===== src/rtl/fetch_ctrl.sv =====
// Instruction fetch controller: walks BOOT -> FETCH -> HOLD, computes the next PC
// on consume, and latches into a sticky ERR state on imem timeout or misaligned target.
module fetch_ctrl #(
  parameter int               WIDTH    = 32,
  parameter logic [WIDTH-1:0] RESET_PC = 32'h0000_0000,
  parameter int               MAX_WAIT = 15
) (
  input  logic             clk,
  input  logic             rst,
  input  logic             PCsrc,
  input  logic [WIDTH-1:0] ImmOp,
  input  logic             stall,
  output logic             imem_req,
  output logic [WIDTH-1:0] imem_addr,
  input  logic             imem_ack,
  input  logic [31:0]      imem_rdata,
  output logic [WIDTH-1:0] PC,
  output logic             instr_valid,
  output logic [31:0]      instr,
  output logic [WIDTH-1:0] instr_pc,
  output logic             fetch_err
);

  localparam int             CW        = $clog2(MAX_WAIT + 1);
  localparam logic [CW-1:0]  WAIT_LAST = CW'(MAX_WAIT - 1);

  typedef enum logic [1:0] {
    BOOT  = 2'd0,
    FETCH = 2'd1,
    HOLD  = 2'd2,
    ERR   = 2'd3
  } state_t;

  state_t            state_r;
  logic              boot_done_r;
  logic [CW-1:0]     wait_cnt_r;
  logic [WIDTH-1:0]  next_pc_s;
  logic              consume_s;

  function automatic logic is_misaligned(input logic [WIDTH-1:0] addr);
    return addr[1:0] != 2'b00;
  endfunction

  assign imem_addr = PC;

  // Branch target or sequential successor of the held instruction, wrapping modulo 2^WIDTH.
  always_comb begin
    next_pc_s = instr_pc + WIDTH'(4);
    consume_s = 1'b0;
    if (state_r == HOLD) begin
      consume_s = !stall;
    end else begin
      consume_s = 1'b0;
    end
    if (PCsrc) begin
      next_pc_s = instr_pc + ImmOp;
    end else begin
      next_pc_s = instr_pc + WIDTH'(4);
    end
  end

  // Fetch state machine; all outputs are registered alongside the state.
  always_ff @(posedge clk or posedge rst) begin
    if (rst) begin
      state_r     <= BOOT;
      boot_done_r <= 1'b0;
      wait_cnt_r  <= '0;
      PC          <= RESET_PC;
      imem_req    <= 1'b0;
      instr_valid <= 1'b0;
      instr       <= 32'h0000_0000;
      instr_pc    <= '0;
      fetch_err   <= 1'b0;
    end else begin
      case (state_r)
        // BOOT spans one full clock after reset release before the first request.
        BOOT: begin
          if (!boot_done_r) begin
            boot_done_r <= 1'b1;
          end else begin
            state_r    <= FETCH;
            imem_req   <= 1'b1;
            wait_cnt_r <= '0;
          end
        end
        FETCH: begin
          if (imem_ack) begin
            instr       <= imem_rdata;
            instr_pc    <= PC;
            state_r     <= HOLD;
            imem_req    <= 1'b0;
            instr_valid <= 1'b1;
          end else if (wait_cnt_r == WAIT_LAST) begin
            state_r   <= ERR;
            imem_req  <= 1'b0;
            fetch_err <= 1'b1;
          end else begin
            wait_cnt_r <= wait_cnt_r + CW'(1);
          end
        end
        HOLD: begin
          if (consume_s) begin
            PC          <= next_pc_s;
            instr_valid <= 1'b0;
            if (is_misaligned(next_pc_s)) begin
              state_r   <= ERR;
              fetch_err <= 1'b1;
            end else begin
              state_r    <= FETCH;
              imem_req   <= 1'b1;
              wait_cnt_r <= '0;
            end
          end else begin
            state_r <= HOLD;
          end
        end
        ERR: begin
          imem_req    <= 1'b0;
          instr_valid <= 1'b0;
          fetch_err   <= 1'b1;
        end
        default: begin
          state_r     <= ERR;
          imem_req    <= 1'b0;
          instr_valid <= 1'b0;
          fetch_err   <= 1'b1;
        end
      endcase
    end
  end

endmodule


===== config.mk =====
export PLATFORM = sky130hd
export DESIGN_NAME = fetch_ctrl
export DESIGN_NICKNAME = d
export VERILOG_FILES = /design/src/rtl/fetch_ctrl.sv
export SDC_FILE = /design/constraint.sdc
export NUM_CORES = 1
export LEC_CHECK = 0
export CAP_MARGIN = 5
export CORE_ASPECT_RATIO = 1.1
export CORE_MARGIN = 1.5
export CORE_UTILIZATION = 48
export DETAILED_ROUTE_END_ITERATION = 12
export PLACE_DENSITY_LB_ADDON = 0.3
export SLEW_MARGIN = 40
export SYNTH_ARGS = -nofsm -noshare
export SYNTH_HDL_FRONTEND = slang
export SYNTH_SLANG_ARGS = --single-unit

===== constraint.sdc =====
create_clock -name clk -period 4.8 [get_ports clk]
set_input_delay 0.96 -clock clk [delete_from_list [all_inputs] [get_ports clk]]
set_output_delay 0.96 -clock clk [all_outputs]
set_load 0.03 [all_outputs]

==> flow_metrics.tcl, run 1 <==
set metrics [dict create \
    grt_max_degree 59 \
    post-route-drc-count 0 \
    grtUsageTotal_pct 25.3 \
    overflow 0 \
    worstRegToRegCells 11 \
    cp-start-kind "primary input" \
    coreArea_um2 13700 \
    grt_pass1_wl_um 29600 \
    fmax_ghz 0.249 \
    cap_violations 0 \
    routedWlPerCell_um 17.3 \
    synth_cells 688 \
    async_reset_ff_share_pct 100 \
    area_growth_pct 33.9 \
    gp_congestion 0.919 \
    whs_ps 485 \
    clkTransAtPathRegs_ps 80 \
    dr.pass1.iters 5 \
    htreeDepth 3 \
    reg2reg_slack_ps 1440 \
    synth.avg_cell_area_um2 9.80 \
    drive_gt1_share_pct 12.1 \
    outcome "finished, final reports clean" \
    setup_viol 0 \
    cts_tree "done" \
    slew_viol_final 0 \
    ctsRootBufferMaster "clkbuf_16" \
    worst_ep_required_time_ps 5040 \
    path_max_fanout 3 \
    fp.dieW_um 116 \
    cts_setup_buffers 0 \
    start_util_pct 49.1 \
    tns_ps 0 \
    fin_worst_skew_ps 10.6 \
    ys_dominant_reg_cell "dfrtp_1" \
    powerDensity_nw_per_um2 730 \
    antenna_found_initial 0 \
    seq_area_frac_synth_pct 39.3 \
    worstPathArrival_ps 4250 \
    design.final.nets 960 \
    clockBufferDepth 2 \
    leakage_uw 0.00382 \
    finalPower_uw 6590 \
    viasPerCell 5.54 \
    netlist_area_um2 6750 \
    grt_pass1_vias 5990 \
    synth_nets 797 \
    dp.final_hpwl_um 13500 \
    chipHeight_um 127 \
    ys_types 56 \
    worstReg2RegEnd "PC[26]" \
    die_area_um2 14800 \
    vias 5788 \
    timing.setup.critical_path_class "primary input to flip-flop" \
    drt-total-wl_um 18100 \
    cp-end-kind "flip-flop" \
    slew-limit-headroom_pct 47.3 \
    yosysWarnings 0 \
    clock_sinks 106 \
    ir_worst_vdd_mv 0.449 \
    numCtsBuffers 9 \
    ys_seq_elements 106 \
    grt_setup_unrepaired "no" \
    layout_min_cycle_time_ps 4010 \
    synth_edf_count 0 \
    ctsHoldBuffers 0 \
    post_cts_resize_count 0 \
    clk_latency_ps 360 \
    ios 200 \
    fin_crit_sh_pct 83.6 \
    ant_nets 0 \
    r2r_start "instr_pc[0]" \
    endpoint "PC[26]" \
    num_antenna_cells 0 \
    io_buffer_count 199 \
    rows 45 \
    max_slew.worst_pin.slew_ps 784 \
    hold_violations 0 \
    timing.critical_path.from "ImmOp[0]" \
    hold_class "flip-flop to flip-flop" \
    drt_iter0_drc 372 \
]
worst min-delay path by stage:
stage / slack (ps) / cells after the start / start / end
after floorplan: 440 / 1 / boot_done_r / boot_done_r
after detailed placement: 460 / 1 / boot_done_r / boot_done_r
after CTS: 480 / 1 / boot_done_r / boot_done_r
after global placement: 460 / 1 / boot_done_r / boot_done_r
after global routing: 510 / 1 / boot_done_r / boot_done_r
final: 490 / 1 / boot_done_r / boot_done_r
synthesized netlist by cell type, drive strengths merged (10+ instances only):
| cell type | number | share of area [%] |
|---|---|---|
| o21ai | 53 | 4.0 |
| inv | 13 | 0.72 |
| nand3 | 24 | 1.8 |
| buf | 35 | 3.8 |
| xnor2 | 29 | 3.8 |
| ha | 39 | 7.2 |
| clkbuf | 19 | 1.1 |
| a21oi | 49 | 3.6 |
| dfrtp | 106 | 39 |
| mux2 | 65 | 11 |
| nor2 | 44 | 2.4 |
| xor2 | 21 | 2.7 |
| nand2 | 55 | 3.1 |
| and3 | 10 | 0.93 |
worst max-delay path, cell delays in order:
cell,delay (ps)
clkdlybuf4s50_1,450
ha_1,260
fa_1,440
a211oi_1,330
o211ai_1,210
a311oi_1,300
o21ai_1,190
a21boi_1,300
o221ai_1,220
a311oi_1,360
or3_1,160
nand3_1,70
stage by stage:
stage                     util (%)  area [um^2]  setup slack [ps]  instances
after floorplan                  -         6750              1050        688
after global placement        63.2         8690               651       1027
after detailed placement      63.3         8690               564       1027
final                         65.7         9030               789       1044
after CTS                     65.6         9010               907       1043
after global routing          65.7         9030               619       1044
power by group:
group | leakage (uW) | internal (uW) | switching [uW] | total, uW
Sequential | 0.00130 | 1290 | 452 | 1740
Clock | 0.000155 | 419 | 376 | 795
Combinational | 0.00236 | 1800 | 2250 | 4050
flip-flops by register name, indices dropped and copies added, names as in the netlist:
register     count
boot_done_r      1
state_r          2
instr_pc        32
instr_valid      1
instr           32
PC              32
wait_cnt_r       4
imem_req         1
fetch_err        1
final cells by class:
class	instances	area, um^2
Clock buffer	9	225
Clock inverter	7	92.6
Fill cell	1125	4710
Inverter	13	51.3
Multi-Input combinational cell	515	3720
Sequential cell	106	2650
Tap cell	188	235
Timing Repair Buffer	206	2050
kinds of logic after synthesis:
kind of cell / Yosys count / share of synthesized area (%)
buffers and inverters: 67 / 5.62
DFF: 106 / 39.3
and+or+nand+nor: 185 / 13.1
xor gates and xnor gates: 50 / 6.49
muxes: 72 / 11.9
AOI/OAI and AO/OA: 168 / 16.0
adders and majority gates: 40 / 7.53
cells in the final DEF (no fill, tap or decap), types with 8 or more instances in the layout:
| master | count |
|---|---|
| a21oi_1 | 49 |
| and2_1 | 8 |
| and3_1 | 10 |
| clkbuf_16 | 9 |
| clkdlybuf4s50_1 | 198 |
| dfrtp_1 | 106 |
| ha_1 | 39 |
| inv_1 | 12 |
| mux2_2 | 65 |
| nand2_1 | 54 |
| nand2b_1 | 9 |
| nand3_1 | 24 |
| nor2_1 | 44 |
| nor3_1 | 9 |
| o21ai_0 | 44 |
| o21ai_1 | 8 |
| xnor2_1 | 29 |
| xor2_1 | 21 |
per-layer routing:
layer / wire (um) / vias to the layer above / GRT usage, % / part of all wire [%]
met2: 8920 / 216 / 42.9 / 49
li1: - / 2756 / - / -
met4: 280 / 0 / 7.32 / 1.5
met3: 1330 / 28 / 6.36 / 7.4
met1: 7560 / 2788 / 31.9 / 42
met5: 0 / - / 0 / 0
Note: power is estimated with default switching activity, not from simulation.
==> inputs of run 2 (changes only) <==
--- a/config.mk
+++ b/config.mk
@@ -8,7 +8,7 @@
 export CAP_MARGIN = 5
 export CORE_ASPECT_RATIO = 1.1
 export CORE_MARGIN = 1.5
-export CORE_UTILIZATION = 48
+export CORE_UTILIZATION = 44
 export DETAILED_ROUTE_END_ITERATION = 12
 export PLACE_DENSITY_LB_ADDON = 0.3
 export SLEW_MARGIN = 40
==> constraint.sdc (replaced) <==
create_clock -name clk -period 3.3 [get_ports clk]
set_input_delay 0.66 -clock clk [delete_from_list [all_inputs] [get_ports clk]]
set_output_delay 0.66 -clock clk [all_outputs]
set_load 0.03 [all_outputs]
==> flow_metrics.tcl, run 2 (same netlist as run 1, synthesis figures left out) <==
set metrics [dict create \
    outcome "finished, final reports clean" \
    dp.final_hpwl_um 13900 \
    cp_cell_sequence "clkdlybuf4s50_1 > ha_1 > a2111oi_4 > a211oi_1 > a311oi_2 > o21ai_2 > a311o_1 > a311oi_2 > xor2_1 > o21ai_1" \
    vias 5944 \
    clock_sinks 106 \
    swShare_pct 45.1 \
    ir_worst_vdd_mv 0.610 \
    clkTransAtPathRegs_ps 70 \
    design.final.nets 1015 \
    slew_viol_final 0 \
    ios 200 \
    viasPerCell 5.37 \
    antenna_found_initial 0 \
    grt_pass1_vias 5861 \
    worstSetupPathDepth 10 \
    setup_viol 0 \
    timing.setup.critical_path_class "primary input to flip-flop" \
    final_common_cell "clkdlybuf4s50_1" \
    hold_violations 0 \
    worstPathArrival_ps 3370 \
    min_delay_path_depth 1 \
    num_antenna_cells 0 \
    routedWlPerCell_um 16.9 \
    chipHeight_um 133 \
    reg2reg_slack_ps 290 \
    grt_max_degree 101 \
    fillCellCount 1292 \
    gp_congestion 0.892 \
    ctsRootBufferMaster "clkbuf_16" \
    cp-start-kind "primary input" \
    powerDensity_nw_per_um2 1060 \
    cp-end-kind "flip-flop" \
    htreeDepth 3 \
    most-common-layout-cells "clkdlybuf4s50_1 (197), dfrtp_1 (106), mux2_2 (65)" \
    slew-limit-headroom_pct 59.8 \
    clk_latency_ps 360 \
    critical_path.top_delay_family "compound AO/OA/AOI/OAI gates" \
    fin_crit_sh_pct 95.2 \
    io_buffer_count 199 \
    dr.pass1.iters 6 \
    cts_tree "done" \
    clockBufferDepth 2 \
    cp_slowest_cell "clkdlybuf4s50_1" \
    leakage_uw 0.00410 \
    hold_class "flip-flop to flip-flop" \
    numCtsBuffers 9 \
    path_common_cell "a311oi_2" \
    clkPwrFrac_pct 12.1 \
    crit_buf_inv 1 \
    place_worst_setup_slack_ps -472 \
    die_area_um2 16100 \
    cap_violations 0 \
    drive_gt1_share_pct 18.3 \
    max_slew.worst_pin.slew_ps 602 \
    reg.largest.list "PC (32), instr (32), instr_pc (32)" \
    grtUsageTotal_pct 23.6 \
    p_seq_share_pct 24.9 \
    fmax_ghz 0.318 \
    worst_ep_required_time_ps 3530 \
    layout_min_cycle_time_ps 3140 \
    switchingPower_uw 4550 \
    overflow 0 \
    path_max_fanout 5 \
    area_growth_pct 40.9 \
    start_util_pct 45.0 \
    finalPower_uw 10100 \
    final.setup.worst_slack_ps 159 \
    ant_nets 0 \
    p_comb_share_pct 63.0 \
    coreArea_um2 15000 \
    post-route-drc-count 0 \
    cpPeakStageDelay_ps 420 \
    fp.dieW_um 121 \
    fin_worst_skew_ps 11.6 \
    drt_iter0_drc 377 \
    worstRegToRegCells 11 \
    drt-total-wl_um 18700 \
    rows 47 \
    internal_power_uw 5530 \
    grt_pass1_wl_um 30000 \
]
[run 2: timing repair]
item,CTS,global route
resized for setup,2,8
hold buffers,0,0
buffers inserted,0,1
endpoints found under the setup margin,3,9
pin swaps,1,10
[run 2: layout make-up]
type                            instances  area [um^2]  share of cell area, %
Clock buffer                           11          253                   2.66
Tap cell                              196          245                   2.58
Timing Repair Buffer                  261         2470                   26.0
Inverter                               13         52.6                  0.553
Clock inverter                          5         85.1                  0.895
Multi-Input combinational cell        515         3750                   39.5
Sequential cell                       106         2650                   27.9
[run 2: path summary, 6_finish.rpt]
kind	from	endpoint
setup / recovery	ImmOp[6]	PC[23]
min in group asynchronous	rst	instr[21]
max in group asynchronous	rst	instr_pc[1]
setup reg to reg	instr_pc[0]	PC[26]
hold / removal	boot_done_r	boot_done_r
hold reg to reg	boot_done_r	boot_done_r
[run 2: through the flow]
stage / setup TNS [ps] / utilization [%] / hold slack (ps) / area [um^2] / instances
floorplan: 0 / - / 438 / 6750 / 688
global placement: -2640 / 60.8 / 449 / 9120 / 1090
detailed placement: -3270 / 60.8 / 460 / 9120 / 1090
CTS: 0 / 63.2 / 478 / 9470 / 1106
global route: -3.88 / 63.4 / 510 / 9510 / 1107
finish: 0 / 63.4 / 477 / 9510 / 1107
[run 2: per-layer routing]
layer | routed length [um] | share of wire, % | track usage (%) | vias up
met4 | 252 | 1.3 | 6.08 | 0
met5 | 0 | 0 | 0 | -
met2 | 9140 | 49 | 39.4 | 204
met3 | 1280 | 6.8 | 5.34 | 17
met1 | 8060 | 43 | 31.0 | 2856
li1 | - | - | - | 2867
[run 2: power groups by stage]
stage | logic (uW) | clock network [uW] | registers [uW]
after detailed placement | 6270 | 0 | 2530
after global routing | 6790 | 1290 | 2610
after CTS | 6320 | 1240 | 2520
after floorplan | 2960 | 0 | 3480
final | 6350 | 1220 | 2510
after global placement | 6210 | 0 | 2510
==> inputs of run 3 (changes only) <==
--- a/config.mk
+++ b/config.mk
@@ -8,7 +8,8 @@
 export CAP_MARGIN = 5
 export CORE_ASPECT_RATIO = 1.1
 export CORE_MARGIN = 1.5
-export CORE_UTILIZATION = 44
+export CORE_UTILIZATION = 49
+export CTS_BUF_LIST = sky130_fd_sc_hd__clkbuf_8
 export DETAILED_ROUTE_END_ITERATION = 12
 export PLACE_DENSITY_LB_ADDON = 0.3
 export SLEW_MARGIN = 40
==> constraint.sdc (replaced) <==
create_clock -name clk -period 3 [get_ports clk]
set_input_delay 0.6 -clock clk [delete_from_list [all_inputs] [get_ports clk]]
set_output_delay 0.6 -clock clk [all_outputs]
set_load 0.03 [all_outputs]
==> flow_metrics.tcl, run 3 (same netlist as run 1, synthesis figures left out) <==
set metrics [dict create \
    fmax_ghz 0.339 \
    ctsRootBufferMaster "clkbuf_8" \
    grt_setup_unrepaired "yes" \
    grt_pass1_vias 6248 \
    final_common_cell "clkdlybuf4s50_1" \
    clock_sinks 106 \
    worst_ep_required_time_ps 3270 \
    dp.final_hpwl_um 14800 \
    overflow 0 \
    setup_viol 0 \
    io_buffer_count 199 \
    leakage_uw 0.00422 \
    hold_class "flip-flop to flip-flop" \
    grt_pass1_wl_um 31400 \
    post-route-drc-count 0 \
    start_util_pct 50.6 \
    antenna_found_initial 0 \
    routedWlPerCell_um 17.4 \
    clockBufferDepth 2 \
    design.final.nets 1050 \
    drive_gt1_share_pct 22.4 \
    worstHoldStart "boot_done_r" \
    fin_crit_sh_pct 98.2 \
    numCtsBuffers 9 \
    fp.dieW_um 115 \
    powerDensity_nw_per_um2 1150 \
    drt_iter0_drc 356 \
    viasPerCell 5.54 \
    cap_violations 0 \
    worstReg2RegEnd "PC[26]" \
    tns_ps 0 \
    max_slew.worst_pin.slew_ps 587 \
    ir_worst_vdd_mv 0.665 \
    worstRegToRegCells 11 \
    layout_min_cycle_time_ps 2950 \
    ctsHoldBuffers 0 \
    fin_worst_skew_ps 13.8 \
    dr.pass1.iters 5 \
    clk_latency_ps 400 \
    clkTransAtPathRegs_ps 100 \
    path_max_fanout 4 \
    coreArea_um2 13300 \
    cp-start-kind "primary input" \
    gp_congestion 0.940 \
    holdPathEnd "boot_done_r" \
    reg.largest.list "PC (32), instr (32), instr_pc (32)" \
    grt_max_degree 61 \
    cp-end-kind "flip-flop" \
    chipHeight_um 126 \
    place_area_um2 9370 \
    die_area_um2 14500 \
    fin_area_um2 9700 \
    vias 6259 \
    htreeDepth 3 \
    area_growth_pct 43.7 \
    reg2reg_slack_ps 110 \
    most-common-layout-cells "clkdlybuf4s50_1 (196), dfrtp_1 (106), buf_4 (95)" \
    grtUsageTotal_pct 27.5 \
    hold_violations 0 \
    drt-total-wl_um 19700 \
    slew-limit-headroom_pct 60.9 \
    cts_tree "done" \
    timing.setup.critical_path_class "primary input to flip-flop" \
    rows 44 \
    num_antenna_cells 0 \
    min_delay_path_depth 1 \
    r2r_start "instr_pc[0]" \
    ant_nets 0 \
    ios 200 \
    outcome "finished, final reports clean" \
    worstPathArrival_ps 3220 \
    slew_viol_final 0 \
]
==> run 3: cell count changes in the layout (fill, tap and decap cells not counted), sizes merged, moves of 2 or more <==
cell | previous run | this run
clkbuf | 11 | 9
inv | 13 | 15
clkinv | 1 | 3
buf | 63 | 98
==> run 3: repair_timing <==
| action | 4_1_cts | 5_1_grt |
|---|---|---|
| setup buffers | 4 | 0 |
| pin swaps | 12 | 11 |
| setup endpoints to repair | 9 | 12 |
| resized for setup | 9 | 12 |
==> run 3: cell type report <==
cell class              instances  area (um^2)
inverters                      13         52.6
repair buffers                296         2740
multi-input cells             515         3820
flip-flops and latches        106         2650
clock inverters                 7         75.1
well taps                     184          230
fillers                       999         3630
clock buffers                   9          124
==> run 3: worst max path at each step <==
stage | startpoint | end | slack, ps | depth (start not counted)
after floorplan | ImmOp[0] | PC[26] | 10 | 11
final | ImmOp[2] | PC[23] | 50 | 11
after detailed placement | ImmOp[0] | PC[26] | -740 | 12
after CTS | ImmOp[1] | PC[23] | 7 | 12
after global placement | ImmOp[0] | PC[26] | -650 | 12
after global routing | ImmOp[10] | PC[23] | -50 | 11
==> run 3: power by group <==
part	switching [uW]	internal (uW)	total (uW)	leakage, uW
Sequential	632	2060	2700	0.00130
Combinational	3990	3490	7480	0.00282
Clock	548	394	943	0.000104
Total	5170	5950	11100	0.00422
==> run 3: worst max-delay path, cell delays in order <==
cell	delay [ps]
clkdlybuf4s50_1	420
ha_1	330
buf_4	170
o211ai_2	230
a211oi_2	120
a311oi_2	350
o21ai_2	100
a311o_1	370
a311oi_2	290
xor2_1	170
o21ai_1	80
==> run 3: through the flow <==
stage	worst slack, ps	hold WS, ps	power [uW]	cells	util [%]
global placement	-647	456	9790	1110	70.3
finish	54.4	485	11100	1130	72.8
floorplan	11.1	438	7090	688	-
detailed placement	-737	457	9970	1110	70.3
global route	-53.6	509	11800	1130	72.8
CTS	7.19	485	11000	1130	72.3
==> run 3: routing by layer <==
layer	vias to the layer above	global-route usage [%]	routed length (um)
li1	2942	-	-
met1	3028	35.8	8180
met2	255	45.5	9700
met3	34	5.68	1410
met4	0	9.59	417
met5	-	0	0
